[src/rtl/mem_arb_pkg.sv]
// Shared types and defaults for the instruction/data memory arbiter.
// The optional fetch-fairness counter is enabled by MEM_ARB_FAIRNESS_EN.
package mem_arb_pkg;

  localparam int WORD_WIDTH_DEF   = 32;
  localparam int STARVE_LIMIT_DEF = 4;

  typedef enum logic [2:0] {
    IDLE   = 3'd0,
    SERV_D = 3'd1,
    SERV_I = 3'd2,
    DONE_D = 3'd3,
    DONE_I = 3'd4
  } arb_state_t;

endpackage

[src/rtl/mem_arb_grant.sv]
// Grant decision for the memory arbiter: data port wins by default.
// With MEM_ARB_FAIRNESS_EN a starvation counter forces a fetch grant.
module mem_arb_grant
  import mem_arb_pkg::*;
#(
  parameter int STARVE_LIMIT = STARVE_LIMIT_DEF
) (
`ifdef MEM_ARB_FAIRNESS_EN
  input  logic clk,
  input  logic reset,
`endif
  input  logic idle,
  input  logic if_req,
  input  logic d_req,
  output logic gnt_d,
  output logic gnt_i
);

`ifdef MEM_ARB_FAIRNESS_EN
  localparam int CNT_W = $clog2(STARVE_LIMIT + 1);

  logic [CNT_W-1:0] starve_cnt;
  logic             starved;

  // Only meaningful while a fetch is actually waiting.
  assign starved = (starve_cnt == CNT_W'(STARVE_LIMIT)) && if_req;

  always_comb begin
    gnt_d = 1'b0;
    gnt_i = 1'b0;
    if (idle) begin
      if (d_req && !starved) gnt_d = 1'b1;
      else if (if_req)       gnt_i = 1'b1;
    end
  end

  always_ff @(posedge clk or negedge reset) begin
    if (!reset) begin
      starve_cnt <= '0;
    end else if (gnt_i) begin
      starve_cnt <= '0;
    end else if (gnt_d && if_req && (starve_cnt != CNT_W'(STARVE_LIMIT))) begin
      starve_cnt <= starve_cnt + 1'b1;
    end
  end
`else
  assign gnt_d = idle & d_req;
  assign gnt_i = idle & ~d_req & if_req;
`endif

endmodule

[src/rtl/mem_arbiter.sv]
// Arbitrates the fetch and data ports onto one single-port memory.
// Build option MEM_ARB_FAIRNESS_EN adds fetch anti-starvation in mem_arb_grant.
//
// state  | meaning
// IDLE   | no transaction, arbitrate requests
// SERV_D | data access on the memory bus, waiting for mem_ack
// SERV_I | fetch on the memory bus, waiting for mem_ack
// DONE_D | d_ready pulse, back to IDLE
// DONE_I | if_ready pulse, back to IDLE
module mem_arbiter
  import mem_arb_pkg::*;
#(
  parameter int WORD_WIDTH   = WORD_WIDTH_DEF,
  parameter int STARVE_LIMIT = STARVE_LIMIT_DEF
) (
  input  logic                  clk,
  input  logic                  reset,
  input  logic                  if_req,
  input  logic [WORD_WIDTH-1:0] if_addr,
  output logic [WORD_WIDTH-1:0] if_rdata,
  output logic                  if_ready,
  input  logic                  d_req,
  input  logic                  d_we,
  input  logic [WORD_WIDTH-1:0] d_addr,
  input  logic [WORD_WIDTH-1:0] d_wdata,
  output logic [WORD_WIDTH-1:0] d_rdata,
  output logic                  d_ready,
  output logic                  mem_req,
  output logic                  mem_we,
  output logic [WORD_WIDTH-1:0] mem_addr,
  output logic [WORD_WIDTH-1:0] mem_wdata,
  input  logic [WORD_WIDTH-1:0] mem_rdata,
  input  logic                  mem_ack,
  output logic                  stall_if,
  output logic                  stall_mem
);

  arb_state_t            state;
  logic                  gnt_d;
  logic                  gnt_i;
  logic [WORD_WIDTH-1:0] lat_addr;
  logic [WORD_WIDTH-1:0] lat_wdata;
  logic                  lat_we;

  mem_arb_grant #(
    .STARVE_LIMIT(STARVE_LIMIT)
  ) u_grant (
`ifdef MEM_ARB_FAIRNESS_EN
    .clk   (clk),
    .reset (reset),
`endif
    .idle  (state == IDLE),
    .if_req(if_req),
    .d_req (d_req),
    .gnt_d (gnt_d),
    .gnt_i (gnt_i)
  );

  assign mem_addr  = lat_addr;
  assign mem_wdata = lat_wdata;
  assign stall_if  = if_req & ~if_ready;
  assign stall_mem = d_req & ~d_ready;

  always_ff @(posedge clk or negedge reset) begin
    if (!reset) begin
      state     <= IDLE;
      mem_req   <= 1'b0;
      mem_we    <= 1'b0;
      if_ready  <= 1'b0;
      d_ready   <= 1'b0;
      if_rdata  <= '0;
      d_rdata   <= '0;
      lat_addr  <= '0;
      lat_wdata <= '0;
      lat_we    <= 1'b0;
    end else begin
      unique case (state)
        IDLE: begin
          if (gnt_d) begin
            state     <= SERV_D;
            lat_addr  <= d_addr;
            lat_wdata <= d_wdata;
            lat_we    <= d_we;
            mem_req   <= 1'b1;
            mem_we    <= d_we;
          end else if (gnt_i) begin
            state     <= SERV_I;
            lat_addr  <= if_addr;
            lat_wdata <= '0;
            lat_we    <= 1'b0;
            mem_req   <= 1'b1;
            mem_we    <= 1'b0;
          end
        end
        SERV_D: begin
          if (mem_ack) begin
            state   <= DONE_D;
            mem_req <= 1'b0;
            mem_we  <= 1'b0;
            d_ready <= 1'b1;
            if (!lat_we) d_rdata <= mem_rdata;
          end
        end
        SERV_I: begin
          if (mem_ack) begin
            state    <= DONE_I;
            mem_req  <= 1'b0;
            mem_we   <= 1'b0;
            if_ready <= 1'b1;
            if_rdata <= mem_rdata;
          end
        end
        DONE_D: begin
          state   <= IDLE;
          d_ready <= 1'b0;
        end
        DONE_I: begin
          state    <= IDLE;
          if_ready <= 1'b0;
        end
        default: state <= IDLE;
      endcase
    end
  end

endmodule

[config.mk]
export PLATFORM = sky130hd
export DESIGN_NAME = mem_arbiter
export DESIGN_NICKNAME = d
export VERILOG_FILES = /design/src/rtl/mem_arb_pkg.sv /design/src/rtl/mem_arb_grant.sv /design/src/rtl/mem_arbiter.sv
export SDC_FILE = /design/constraint.sdc
export NUM_CORES = 1
export LEC_CHECK = 0
export CAP_MARGIN = 30
export CORE_MARGIN = 2
export CORE_UTILIZATION = 40
export CTS_BUF_LIST = sky130_fd_sc_hd__clkbuf_16
export DETAILED_ROUTE_END_ITERATION = 8
export GPL_TIMING_DRIVEN = 0
export PLACE_DENSITY = 0.82
export RECOVER_POWER = 25
export SLEW_MARGIN = 30
export SYNTH_ARGS = -nofsm -noshare
export SYNTH_HDL_FRONTEND = slang
export SYNTH_SLANG_ARGS = --single-unit
[constraint.sdc]
create_clock -name clk -period 2.3 [get_ports clk]
set_input_delay 0.345 -clock clk [delete_from_list [all_inputs] [get_ports clk]]
set_output_delay 0.345 -clock clk [all_outputs]
set_load 0.02 [all_outputs]
### After elaboration in Yosys (flattened, before gate mapping)

Cells that the tools add are included.
Widths: inputs -> output; s select.

| cells by class | value |
|---|---|
| equality and inequality tests | 8 |
| multiplexer cells | 19 |
| bitwise gates (word level) | 9 |
| reductions and logical operators | 13 |

Operators with widths:

| kind | number |
|---|---|
| $mux 32 | 4 |
| $mux 3 | 4 |
| $pmux 3 s3 | 1 |
| $reduce_and 3->1 | 3 |
| $pmux 1 s2 | 4 |
| $reduce_and 2->1 | 4 |
| $reduce_bool 2->1 | 4 |
| $eq 3x2->1 const B | 2 |
| $mux 1 | 6 |
| $and 1x1->1 | 5 |
| $ne 2x2->1 const B | 2 |
| $not 1->1 | 4 |
| $eq 3x1->1 const B | 1 |
| $eq 3x3->1 const B | 1 |
| $logic_not 3->1 | 1 |
| $ne 3x3->1 const B | 1 |
| $ne 2x1->1 const B | 1 |
| $reduce_or 2->1 | 1 |

| word-level totals | value |
|---|---|
| register bits after elaboration | 136 |
| bits of input ports | 134 |
| logic and storage cells | 59 |

### Longest topological paths before layout

| depth | value |
|---|---|
| depth after elaboration | 6 |
| gate-level depth with buffers | 7 |
| mapped depth without buffers | 3 |

### Cells and area by module

From an unflattened synthesis, not the netlist that was laid out.

| second synthesis, totals | value |
|---|---|
| cell total of the unflattened synthesis | 353 |
| area, all modules | 5690.5 µm² |

Modules (own cells, without submodules):

| module | times used | cells an instance | area each (µm²) | seq. area each (µm²) |
|---|---|---|---|---|
| mem_arbiter | 1 | 351 | 5674.2 | 3403.3 |
| mem_arb_grant | 1 | 2 | 16.3 | 0.0 |

### Least setup slack after synthesis

No wires, ideal clock.

| timing path | value |
|---|---|
| kind | register -> register |
| start point | register state[2] |
| end point | register lat_wdata[10], in the netlist mem_wdata[10] |
| library setup time | 0.121 ns |
| arrival | 1.688 ns |
| data required time | 2.179 ns |
| setup slack | 0.491 ns |
| stages on the path, launching flop included | 8 |
| buffers on the path | 4 |
| cell sequence | dfrtp_1 buf_6 or3_1 buf_2 or2_1 buf_6 buf_6 a22o_1 |

| on the way | value |
|---|---|
| cells in the longest elaborated chain, start to end | 5 |

Ends and longest elaborated chain:

| what | line | source |
|---|---|---|
| start: declaration | mem_arbiter.sv:38 | `arb_state_t state;` |
| start signal: assignment | mem_arbiter.sv:66 | `state <= IDLE;` |
| start signal: assignment | mem_arbiter.sv:80 | `state <= SERV_D;` |
| start signal: assignment | mem_arbiter.sv:87 | `state <= SERV_I;` |
| $logic_not 3->1 (*) | mem_arbiter.sv:52, mem_arbiter.sv:77 |  |
| $and 1x1->1 (2 in series) | mem_arb_grant.sv:48 | `assign gnt_i = idle & ~d_req & if_req;` |
| $reduce_bool 2->1 (no line) | n/a |  |
| $reduce_and 2->1 (no line) | n/a |  |
| end signal: assignment | mem_arbiter.sv:82 | `lat_wdata <= d_wdata;` |
| end: declaration | mem_arbiter.sv:42 | `logic [WORD_WIDTH-1:0] lat_wdata;` |

Mark *: on every way between the ends. The rest lies on a longest branch, timed or not.
A chain may end at the register's enable or synchronous reset.

### Worst setup path in the final report

| timing path | value |
|---|---|
| start point | register state[0] |
| end point | register mem_we |

| on the way | value |
|---|---|
| cells in the longest elaborated chain, start to end | 5 |

Ends and longest elaborated chain:

| what | line | source |
|---|---|---|
| $logic_not 3->1 | mem_arbiter.sv:52, mem_arbiter.sv:77 |  |
| $and 1x1->1 (2 in series) | mem_arb_grant.sv:48 |  |
| $ne 3x3->1 (no line) | n/a |  |
| $reduce_and 3->1 (no line) | n/a |  |
| end signal: assignment | mem_arbiter.sv:85 | `mem_we <= d_we;` |
| end: declaration | mem_arbiter.sv:29 | `output logic mem_we,` |

Several ways; a longest one is shown, not always the timed one.

==> flow_metrics.tcl <==
set metrics [dict create \
    r2r_start "state[0]" \
    postLayoutCoreUtil 0.673 \
    diodes 0 \
    r2r_setup_slack_ns 0.17 \
    clock_skew_ns 0.00839 \
    max_freq_mhz 469 \
    layout_worst_path_cycle_share 0.927 \
    nFillCells 944 \
    core-area_um2 13100 \
    dieArea_um2 14200 \
    cts.sinks 136 \
    worst_slack_ns 0.169 \
    max-slew-margin-rel 0.0598 \
    finalMaxSlewViolations 0 \
    ff_latch_area_um2 3400 \
    ys_types 27 \
    drt_wl_total_mm 15.7 \
    peakVddDrop_uv 817 \
    netlist_area_um2 5290 \
    area_delta_synth_final_pct 66.6 \
    root_buffer "clkbuf_16" \
    startpoint "state[0]" \
    vias 4549 \
    cp-start-kind "flip-flop" \
    yosys_register_bits 136 \
    rr_worst_depth 6 \
    vias_per_cell 5.22 \
    multi_input_area_um2 1710 \
    status "completed" \
    grt_pass1_wl_mm 24.8 \
    powerDensity_nw_per_um2 1500 \
    min_period_ns 2.13 \
    drc_errors 0 \
    ioPinCount 268 \
    layout_commonest_cell "clkdlybuf4s50_1" \
    hold_viol 0 \
    antenna_found_initial 0 \
    place_ws_ns -0.298 \
    synth_cells 396 \
    ys_seq_area_frac 0.643 \
    dieWidth_um 119 \
    critical_path_arrival_ns 2.48 \
    syn_area_per_cell_um2 13.4 \
    dr.pass1.iters 4 \
    initial_core_util 0.404 \
    grt_pass1_vias 4845 \
    nets 818 \
    grt_usage 0.225 \
    worst_pin_slew_ns 1.41 \
    finalSetupViolCount 0 \
    cts_buffer_depth 2 \
    port-buffer-count 267 \
    post_drt_wl_per_cell_um 18.0 \
    hp-class "flip-flop to flip-flop" \
    cts_tree "built" \
    r2r-end "mem_we" \
    rsz0062_at_grt "no" \
    p_leak_nw 3.68 \
    die_y_um 119 \
    synthesis.nets 530 \
    ant_nets 0 \
    grt_max_degree 82 \
    crit_top_cell "buf_2" \
    cp_cell_sequence "buf_2, nor4b_1, buf_2, buf_1, nand2_1, nand4_1" \
    post-dp-hpwl_mm 11.6 \
    worst_path_largest_cell_delay_ns 0.50 \
    worst_path_max_delay_cell "nor4b_1" \
    layout_common_cells "clkdlybuf4s50_1, dfrtp_1, mux2_2" \
    ctsHtreeMaxLevel 4 \
    clk_pin_slew_ns 0.06 \
    drive_gt1_frac 0.159 \
    numCtsBuffers 17 \
    path_max_fanout 10 \
    cp-end-kind "flip-flop" \
    crit_type "flip-flop to flip-flop" \
    crit_required_ns 2.65 \
    std_cell_rows 42 \
    cap_violations 0 \
    clkLatencyLatePin_ns 0.42 \
    dr.first_iter.drc_count 268 \
    cp-endpoint "mem_we" \
    place_congestion 0.844 \
    grt_overflow 0 \
    yosys_warnings 0 \
]
power by group:
part | internal [mW] | switching (mW) | leakage [nW] | total, mW
clock network | 1.78 | 0.946 | 0.301 | 2.72
registers | 3.54 | 0.617 | 1.67 | 4.16
logic | 3.18 | 3.14 | 1.71 | 6.32
per-stage QoR:
stage	setup TNS (ns)	hold slack (ns)	power, mW	cells	instance area (um2)
after global routing	0	0.515	13.9	872	8810
after detailed placement	-9.10	0.292	10.5	840	8210
after floorplan	0	0.0494	7.33	396	5290
final	0	0.501	13.2	872	8810
after global placement	-575.72	0.487	10.3	839	8180
after CTS	0	0.436	13.3	872	8820
critical path: cells and delay by family (launching register included):
kind / cells / cell delay (ns)
buf+inv: 3 / 0.90
simple gates: 3 / 0.80
flops: 1 / 0.36
repair_timing:
| action | CTS | global route |
|---|---|---|
| resized for setup | 3 | 3 |
| buffers inserted | 0 | 0 |
| hold endpoints to repair | 55 | 0 |
| setup endpoints to repair | 1 | 17 |
| hold buffers | 1 | 0 |
per-layer routing:
layer  track usage  vias up  share of wire
li1              -     2051              -
met2         0.387      179           0.52
met3        0.0809       32          0.075
met1         0.253     2287           0.38
met5             0        -              0
met4        0.0908        0          0.024
cell type report:
type / instances / area share
tap: 176 / 0.0250
inverter: 2 / 0.000994
buffer: 33 / 0.0200
sequential: 136 / 0.386
clock buffer: 17 / 0.0483
multi-input combinational: 225 / 0.194
clock inverter: 14 / 0.0189
timing repair buffer: 269 / 0.307
registers in the layout (all words and copies together) (netlist names):
name	count
state	3
mem_addr	32
mem_wdata	32
if_ready	1
d_ready	1
d_rdata	32
if_rdata	32
mem_req	1
mem_we	1
lat_we	1
synthesized netlist by cell type:
cell type / count / area share
mux2_2: 64 / 0.14
clkbuf_1: 13 / 0.0092
a22o_1: 32 / 0.053
nand3_1: 3 / 0.0028
buf_6: 5 / 0.011
nor3_2: 1 / 0.0019
o22ai_1: 32 / 0.038
a31oi_1: 1 / 0.0012
nor4b_1: 1 / 0.0017
o21ai_0: 59 / 0.056
a211oi_1: 2 / 0.0028
o21ai_1: 9 / 0.0085
or3_1: 1 / 0.0012
nand2_1: 5 / 0.0035
inv_1: 1 / 0.00071
nand2b_1: 1 / 0.0012
dfrtp_1: 136 / 0.64
a21oi_1: 2 / 0.0019
nor2_1: 3 / 0.0021
buf_2: 9 / 0.0085
clkinv_1: 1 / 0.00071
nor3_1: 1 / 0.00095
buf_1: 6 / 0.0043
nor2b_1: 2 / 0.0024
nand4_1: 4 / 0.0047
o21bai_1: 1 / 0.0014
or2_1: 1 / 0.0012
cell families after synthesis:
family | count (synthesis) | share of synthesized area
compound gates | 138 | 0.163
flops | 136 | 0.643
buf+inv | 35 | 0.0341
mux | 64 | 0.136
simple gates | 23 | 0.0237
how the worst min path moves through the flow:
stage,to,depth (start not counted),startpoint
3_5_place_dp,mem_wdata[15],1,reset
3_3_place_gp,d_rdata[28],1,d_rdata[28]
4_1_cts,mem_wdata[15],2,reset
6_report,d_rdata[10],1,d_rdata[10]
2_1_floorplan,d_rdata[0],0,reset
5_1_grt,mem_wdata[6],2,d_wdata[6]
Note: power is estimated with default switching activity, not from simulation.
